===== config.mk =====
export PLATFORM = sky130hd
export DESIGN_NAME = reg_access_master
export DESIGN_NICKNAME = d
export VERILOG_FILES = /design/src/rtl/reg_access_master.sv
export SDC_FILE = /design/constraint.sdc
export NUM_CORES = 1
export LEC_CHECK = 0
export CAP_MARGIN = 20
export CELL_PAD_IN_SITES_DETAIL_PLACEMENT = 1
export CELL_PAD_IN_SITES_GLOBAL_PLACEMENT = 2
export CORE_MARGIN = 8
export CORE_UTILIZATION = 28
export DETAILED_ROUTE_END_ITERATION = 8
export PLACE_DENSITY_LB_ADDON = 0.1
export SLEW_MARGIN = 15
export SYNTH_ARGS = -nofsm -noshare
export SYNTH_HDL_FRONTEND = slang
export SYNTH_SLANG_ARGS = --single-unit

===== constraint.sdc =====
create_clock -name clk -period 2.4 [get_ports clk]
set_clock_uncertainty 0.2 [all_clocks]
set_input_delay 0.72 -clock clk [delete_from_list [all_inputs] [get_ports clk]]
set_output_delay 0.72 -clock clk [all_outputs]
set_load 0.01 [all_outputs]

===== src/rtl/reg_access_master.sv =====
// Command-driven initiator for a single WIDTH-bit register: sequences write/read strobes,
// waits out the register's read latency and returns one response per command.
module reg_access_master #(
    parameter int WIDTH  = 8,
    parameter int RD_LAT = 1
) (
    input  logic             clk,
    input  logic             rst,
    input  logic             cmd_valid,
    output logic             cmd_ready,
    input  logic [1:0]       cmd_op,
    input  logic [WIDTH-1:0] cmd_data,
    output logic             reg_w_en,
    output logic             reg_r_en,
    output logic [WIDTH-1:0] reg_wdata,
    input  logic [WIDTH-1:0] reg_rdata,
    output logic             rsp_valid,
    input  logic             rsp_ready,
    output logic [WIDTH-1:0] rsp_data,
    output logic             rsp_err,
    output logic             busy,
    output logic [7:0]       err_count
);

    typedef enum logic [2:0] {IDLE, WR, RD, WAIT, RSP} state_t;
    typedef enum logic [1:0] {OP_NOP = 2'b00, OP_WRITE = 2'b01, OP_READ = 2'b10, OP_WV = 2'b11} op_t;

    localparam logic [2:0] LAT_LOAD = 3'(RD_LAT);

    state_t           state_q, state_d;
    op_t              op_q;
    logic [WIDTH-1:0] data_q;
    logic [2:0]       cnt_q;
    logic [WIDTH-1:0] rsp_data_q;
    logic             rsp_err_q;
    logic [7:0]       err_count_q;
    logic             armed_q;

    logic accept;
    logic last_wait;
    logic rsp_done;

    // armed_q keeps cmd_ready low until the first clock edge after reset release.
    assign cmd_ready = (state_q == IDLE) && armed_q;
    assign accept    = cmd_valid && cmd_ready;
    assign last_wait = (state_q == WAIT) && (cnt_q == 3'd1);
    assign rsp_done  = (state_q == RSP) && rsp_ready;

    assign reg_w_en  = (state_q == WR);
    assign reg_r_en  = (state_q == RD);
    assign reg_wdata = (state_q == WR || state_q == RD) ? data_q : '0;
    assign rsp_valid = (state_q == RSP);
    assign rsp_data  = rsp_data_q;
    assign rsp_err   = (state_q == RSP) && rsp_err_q;
    assign busy      = (state_q != IDLE);
    assign err_count = err_count_q;

    // NOTE: sequential state uses non-blocking assignments so every flop samples pre-edge values.
    always_ff @(posedge clk or negedge rst) begin
        if (!rst) state_q <= IDLE;
        else      state_q <= state_d;
    end

    // NOTE: state_d gets a default before the case so no path leaves it unassigned (no latch).
    always_comb begin
        state_d = state_q;
        case (state_q)
            IDLE: begin
                if (accept) begin
                    case (op_t'(cmd_op))
                        OP_NOP:          state_d = RSP;
                        OP_WRITE, OP_WV: state_d = WR;
                        default:         state_d = RD;
                    endcase
                end
            end
            WR:      state_d = (op_q == OP_WV) ? RD : RSP;
            RD:      state_d = WAIT;
            WAIT:    if (cnt_q == 3'd1) state_d = RSP;
            RSP:     if (rsp_ready) state_d = IDLE;
            default: state_d = IDLE;
        endcase
    end

    always_ff @(posedge clk or negedge rst) begin
        if (!rst) begin
            armed_q     <= 1'b0;
            op_q        <= OP_NOP;
            data_q      <= '0;
            cnt_q       <= '0;
            rsp_data_q  <= '0;
            rsp_err_q   <= 1'b0;
            err_count_q <= '0;
        end else begin
            armed_q <= 1'b1;

            if (accept) begin
                op_q   <= op_t'(cmd_op);
                data_q <= (op_t'(cmd_op) == OP_WRITE || op_t'(cmd_op) == OP_WV) ? cmd_data : '0;
            end

            if (state_q == RD)        cnt_q <= LAT_LOAD;
            else if (state_q == WAIT) cnt_q <= cnt_q - 3'd1;

            // Response payload is captured on entry to RSP and held through backpressure.
            if (accept && op_t'(cmd_op) == OP_NOP) begin
                rsp_data_q <= '0;
                rsp_err_q  <= 1'b0;
            end else if (state_q == WR && op_q == OP_WRITE) begin
                rsp_data_q <= data_q;
                rsp_err_q  <= 1'b0;
            end else if (last_wait) begin
                rsp_data_q <= reg_rdata;
                rsp_err_q  <= (op_q == OP_WV) && (reg_rdata != data_q);
            end

            if (rsp_done && rsp_err_q && err_count_q != 8'hFF)
                err_count_q <= err_count_q + 8'd1;
        end
    end

endmodule


# After elaboration in Yosys (flattened, before gate mapping)

Cells that the tools add are included.

Register bits after elaboration: 34
Input bits: 22
Output and inout bits: 30

Add/subtract/negate cells: 2
Equality and inequality tests: 14
Muxes and demuxes: 16
Reduce and logical (&&, ||, !) cells: 19

Operators with widths:

| kind                | number |
|---|---|
| $mux 8              | 5 |
| $mux 3              | 6 |
| $pmux 3 s5          | 1 |
| $logic_and 1x1->1   | 10 |
| $add 8x1->8 const B | 1 |
| $ne 8x8->1          | 1 |
| $ne 8x8->1 const B  | 1 |
| $eq 3x1->1 const B  | 2 |
| $eq 3x2->1 const B  | 2 |
| $pmux 3 s2          | 1 |
| $reduce_bool 3->1   | 2 |
| $eq 2x1->1 const B  | 2 |
| $eq 2x2->1 const B  | 2 |
| $ne 2x1->1 const B  | 2 |
| $eq 3x3->1 const B  | 1 |
| $logic_not 3->1     | 1 |
| $mux 1              | 3 |
| $reduce_and 3->1    | 1 |
| $sub 3x1->3 const B | 1 |
| $logic_not 2->1     | 1 |
| $logic_or 1x1->1    | 2 |
| $ne 2x2->1 const B  | 1 |
| $reduce_bool 2->1   | 1 |
| $reduce_or 2->1     | 1 |

# Logic depth before layout (Yosys ltp)

Word-level depth: 5
Depth in mapped cells: 7
Gate-level depth less buffers: 6

# Least setup slack after synthesis

Ideal clock, no wire load.

Kind: register to output
Start point: register state_q[1]
End point: output reg_wdata[0]
Data arrival time: 1,105 ps
Data required time: 1,480 ps
Setup slack: 375 ps
Stages on the path, launching flop included: 5
Buffers on the path: 1
Cells stage by stage: dfrtp_1 > buf_2 > xnor2_1 > nor2_1 > and2_1

Longest elaborated chain between the ends: 3

Ends and longest elaborated chain:

| what                                     | line | text |
|---|---|---|
| start, declared                          | 30   | `state_t state_q, state_d;` |
| start signal, assigned                   | 61   | `else state_q <= state_d;` |
| $eq 3x1->1 or $eq 3x2->1 (tied branches) | 51   | `assign reg_wdata = (state_q == WR \|\| state_q == RD) ? data_q : '0;` |
| $logic_or 1x1->1 (*)                     | 51   |  |
| $mux 8 (*)                               | 51   |  |
| end, declared                            | 15   | `output logic [WIDTH-1:0] reg_wdata,` |

Mark *: on every way between the ends. The rest lies on a longest branch, timed or not.

# Worst setup path after layout

Start point: register state_q[2]
End point: output busy

Longest elaborated chain between the ends: 1

Ends and longest elaborated chain:

| what              | line | text |
|---|---|---|
| $reduce_bool 3->1 | 55   | `assign busy = (state_q != IDLE);` |
| end, declared     | 21   | `output logic busy,` |

No other way between the ends.

==> results.json <==
{
  "post_route_cells_drive_above_1_share_pct": 22.0,
  "postSynth.asyncResetShare_pct": 100,
  "grt_util_met2_pct": 19.6,
  "vdd_ir_drop_max_uv": 424,
  "clockBufferDepth": 2,
  "synth.yosys.warnings": 0,
  "antenna_viol_nets_final": 0,
  "final_core_utilization_pct": 42.0,
  "use_met3_pct": 3.63,
  "postLayoutCellArea_mm2": 0.00265,
  "dieArea_mm2": 0.00931,
  "grt_setup_unrepaired": "true",
  "drt_first_pass_iters": 4,
  "globalRouteOverflowTotal": 0,
  "postSynthNetCount": 216,
  "post_layout_minimum_cycle_time_ns": 2.39,
  "synth_cell_type_count": 44,
  "ys_seq_elements": 34,
  "leakage_nw": 1.23,
  "final.period_utilization_pct": 99.5,
  "worst_path_bufs_invs": 4,
  "areaGrowthSynthToFinish_pct": 46.4,
  "final_setup_viols": 0,
  "worst_skew_pair_later_pin_latency_ns": 0.28,
  "layout_common_cells": "clkdlybuf4s50_1, dfrtp_1, nand2_1, buf_4",
  "slew_violations": 0,
  "synthesis.instances": 191,
  "min_path_type": "reg2reg",
  "finalWeightedCongestion": 0.752,
  "required_ns": 1.48,
  "synthesis.area_mm2": 0.00181,
  "outcome": "finished, final reports clean",
  "io_buffer_count": 51,
  "global_route.peak_usage_layer": "met2",
  "worst_setup_path_start_kind": "register",
  "floorplan.die.width_um": 96.5,
  "grt_use_met1_pct": 14.9,
  "place_hpwl_mm": 3.98,
  "cts_made_buffers": 5,
  "core_area_mm2": 0.00631,
  "via_density_per_instance": 4.75,
  "holdPathStages": 1,
  "layoutNonFillerInstCount": 341,
  "seq_area_frac_synth_pct": 46.9,
  "synth_enable_flop_cells": 0,
  "power.density_cell_area_mw_per_mm2": 1040,
  "critical_path_depth": 5,
  "remaining_routing_drc_violations": 0,
  "h-tree-depth": 2,
  "criticalPathCategory": "reg2out",
  "cts_sinks": 34,
  "finalWirelength_mm": 5.23,
  "die_y_um": 96.5,
  "final.setup.tns_ns": 0,
  "dp_cells": 328,
  "grt_pass1_wl_mm": 8.58,
  "slowest_delay_ns": 0.43,
  "antenna_violations_before_repair": 0,
  "timing.critical_path.to_type": "output pin",
  "r2r.worst_path.cells": 7,
  "critical_path.max_fanout": 6,
  "grt_pass1_vias": 1699,
  "tritoncts_clock_tree": "yes",
  "cp_top_family": "buffers and inverters",
  "starting_density_pct": 28.7,
  "cp.arrival_ns": 1.47,
  "finalHoldViolCount": 0,
  "via_count": 1619,
  "grt_usage_pct": 11.9,
  "layout_commonest_cell": "clkdlybuf4s50_1",
  "drv.max_cap_violation_count": 0,
  "ys.flop_type": "dfrtp_1",
  "num_antenna_cells": 0,
  "grt_max_degree": 35,
  "fillerInstances": 745,
  "syn_avg_cell_area_um2": 9.49,
  "design.final.nets": 288,
  "num_rows": 29,
  "cts-root-buf": "clkbuf_8",
  "critPathSlowestCell": "dfrtp_2",
  "clock_pin_slew_worst_setup_and_hold_paths_ns": 0.07,
  "drt-initial-drc-count": 30,
  "wl_per_cell_um": 15.3,
  "finalPower_mw": 2.77,
  "detailed_place.area_mm2": 0.00248,
  "crit_path_cell_trace": "buf_6, nor3_4, buf_4, inv_1, dlygate4sd2_1",
  "io_pins": 52,
  "max_clock_freq_ghz": 0.419
}
==> cells in the mapped netlist (2+ instances only) <==
| library cell | count | share of area, % |
|---|---|---|
| buf_2 | 2 | 0.55 |
| nand3b_1 | 2 | 0.83 |
| and2_1 | 9 | 3.1 |
| buf_6 | 4 | 2.5 |
| clkbuf_1 | 2 | 0.41 |
| nand3_1 | 4 | 1.1 |
| nand4_1 | 2 | 0.69 |
| nand2_1 | 30 | 6.2 |
| xor2_1 | 11 | 5.3 |
| o21ai_0 | 12 | 3.3 |
| nor2_1 | 13 | 2.7 |
| o22ai_1 | 8 | 2.8 |
| ha_1 | 3 | 2.1 |
| o21ai_1 | 3 | 0.83 |
| xnor2_1 | 5 | 2.4 |
| and3_1 | 3 | 1.0 |
| nor3_1 | 12 | 3.3 |
| nor4_1 | 2 | 0.69 |
| inv_1 | 6 | 1.2 |
| dfrtp_1 | 34 | 47 |
==> final cells by class <==
type	instances	area [µm²]	share of cell area, %
multi-input combinational	143	913	34.4
sequential	34	852	32.1
timing repair buffer	73	678	25.6
tap	77	96.3	3.63
clock buffer	7	86.3	3.25
inverter	6	22.5	0.849
clock inverter	1	5.00	0.189
==> flip-flops by register name (all words and copies together), names as in the netlist <==
| register | cells |
|---|---|
| data_q | 8 |
| op_q | 2 |
| cnt_q | 3 |
| armed_q | 1 |
| state_q | 3 |
| rsp_err_q | 1 |
| err_count | 8 |
| rsp_data | 8 |
==> metrics by stage <==
step	hold slack (ns)	setup WS, ns
finish	0.293	0.0130
global route	0.313	-0.0640
CTS	0.304	-0.0991
detailed placement	0.289	-0.00927
global placement	0.285	-0.0171
floorplan	0.224	0.375
==> path summary, 6_finish.rpt <==
kind	slack, ns	end	from
min	0.29	err_count[6]$_DFFE_PN0P_	err_count[6]$_DFFE_PN0P_
max in group asynchronous	1.00	state_q[2]$_DFFE_PN0P_	rst
max	0.01	busy	state_q[2]$_DFFE_PN0P_
min reg2reg	0.29	err_count[6]$_DFFE_PN0P_	err_count[6]$_DFFE_PN0P_
max reg2reg	0.47	rsp_err_q$_DFFE_PN0P_	state_q[1]$_DFFE_PN0P_
min in group asynchronous	0.65	err_count[6]$_DFFE_PN0P_	rst
==> kinds of logic after synthesis <==
| logic type | count (synthesis) | synth area share (%) |
|---|---|---|
| buffers and inverters | 14 | 4.69 |
| other | 1 | 0.207 |
| multiplexers | 1 | 0.828 |
| AND/OR/NAND/NOR | 87 | 25.0 |
| XOR/XNOR | 16 | 7.73 |
| adder cells (fa/ha/maj) | 3 | 2.07 |
| AO/OA/AOI/OAI | 35 | 12.6 |
| flip-flops | 34 | 46.9 |
==> where the power goes <==
group          switching, mW  internal [mW]
Clock                  0.214          0.232
Combinational          0.623          0.744
Sequential             0.176          0.783
Total                   1.01           1.76
==> routing by layer <==
layer / vias to the layer above / share of wire (%) / wire length [µm]
met5: - / 0 / 0
met4: 0 / 1.0 / 54
met3: 6 / 6.6 / 344
met2: 38 / 47 / 2440
met1: 773 / 46 / 2390
li1: 802 / - / -
==> what timing repair did <==
action                                  CTS  global route
setup buffers                             4             1
hold buffers                              0             0
endpoints found under the setup margin   14            11
resized for setup                        35            33
pin swaps                                 0             5
==> worst register-to-register path: stages, from the launching register on <==
cell	delay (ns)
dfrtp_1	0.40
buf_4	0.14
buf_4	0.15
nor3b_2	0.21
buf_4	0.15
nand2_1	0.18
and3_1	0.24
o21ba_1	0.16
(Power assumes the default switching activity.)
==> RTL change: new RTL, config.mk and constraints unchanged <==
Put a register stage on the output `rsp_err`, cleared by the reset. The value now appears one clock later. The other outputs are not delayed to match.
--- a/src/rtl/reg_access_master.sv
+++ b/src/rtl/reg_access_master.sv
@@ -52,5 +52,11 @@
     assign rsp_valid = (state_q == RSP);
     assign rsp_data  = rsp_data_q;
-    assign rsp_err   = (state_q == RSP) && rsp_err_q;
+    always_ff @(posedge clk or negedge rst) begin
+        if (!rst) begin
+            rsp_err <= '0;
+        end else begin
+            rsp_err <= (state_q == RSP) && rsp_err_q;
+        end
+    end
     assign busy      = (state_q != IDLE);
     assign err_count = err_count_q;
Check against the original RTL: not equivalent (a bounded check fails within 10 cycles, from zero or initial values and one cycle with rst low).
==> RTL change against the original RTL <==
The run now ends with negative setup slack left. Maximum frequency shrank 1.6%. Wire length grew 5.3%. Design area grew 1.8%. Setup slack lost 0.038 ns. Synthesized area grew 5.7%. Count of clock-buffer cells in the layout grew 1. Non-clock buffer count shrank 6. Sequential cell count grew 1. Power grew 2.1%. Largest power group unchanged.
==> RTL change: results (changes against the original RTL) <==
metric	value	unit	change
crit_start	state_q[0]$_DFFE_PN0P_		was state_q[2]$_DFFE_PN0P_
grt_usage	0.119		about the same
dp_slack	0.00409	ns	was -0.00927 ns
setup_ws	-0.0254	ns	was 0.0130 ns
buffers	67		was 73
wl_per_cell	16.6	microns	was 15.3 microns
place_area	2570	sq um	was 2480 sq um
layout.area.seq	877	sq um	was 852 sq um
met2_length	2810	microns	was 2440 microns
gp_congestion	0.773		was 0.752
use_met2	0.209		was 0.196
final_cells	331		was 341
cellLeakagePower	1.24	nW	was 1.23 nW
wl_met1	2420	microns	was 2390 microns
worst_hold_slack	0.313	ns	was 0.293 ns
synth.area.top_cells	dfrtp_1, a211oi_2, xor2_1		was dfrtp_1, nand2_1, xor2_1
final_util	0.402		was 0.420
drtIter0Drc	58		was 30
num_vias	1578		was 1619
clkSinkCount	35		was 34
grt_use_met1	0.140		was 0.149
nNonClkInverters	13		was 6
fillerInstances	769		was 745
setup_violations	3		was 0
crit_slowest_cell	dfrtp_1		was dfrtp_2
seq_area_frac_synth	0.457		was 0.469
status	finished with violations		was complete, no violations
tns	-0.0749	ns	was 0 ns
worstPathArrival	1.51	ns	was 1.47 ns
drive_gt1_frac	0.239		was 0.220
synth_commonest_cells	dfrtp_1, nand2_1, inv_1		was dfrtp_1, nand2_1, nor2_1
r2r_end	rsp_data[5]$_DFFE_PN0P_		was rsp_err_q$_DFFE_PN0P_
buffer_area_frac	0.234		was 0.256
dp_hpwl	4190	microns	was 3980 microns
violations	negative setup slack		
max_stage_delay	0.40	ns	was 0.43 ns
placed_cells_incl_taps	318		was 328
grt_max_degree	36		was 35
grt_pass1_wl	9410	microns	was 8580 microns
==> RTL change: where the power goes <==
| group | internal (mW) | switching (mW) |
|---|---|---|
| clock network | 0.262 | 0.203 |
| logic | 0.749 | 0.615 |
| registers | 0.799 | 0.204 |
==> RTL change: worst register-to-register path, cell delays in order, from the launching register on <==
cell,delay (ns)
dfrtp_1,0.37
buf_4,0.13
buf_12,0.13
nor3b_4,0.22
buf_4,0.15
nand3b_4,0.15
and2_4,0.23
a211oi_2,0.24
==> RTL change: repair_timing <==
| action | in CTS | in global routing |
|---|---|---|
| setup endpoints to repair | 13 | 10 |
| buffers inserted | 3 | 2 |
| resized for setup | 42 | 16 |
| pin swaps | 2 | 1 |
| hold buffers | 0 | 0 |
==> RTL change: cell families after synthesis <==
family,after synthesis,share of synthesized area
xor+xnor,16,0.0732
flops,35,0.457
other cells,1,0.00196
simple gates,66,0.214
buf+inv,21,0.0575
fa+ha+maj,3,0.0196
compound gates,40,0.165
mux,2,0.0118
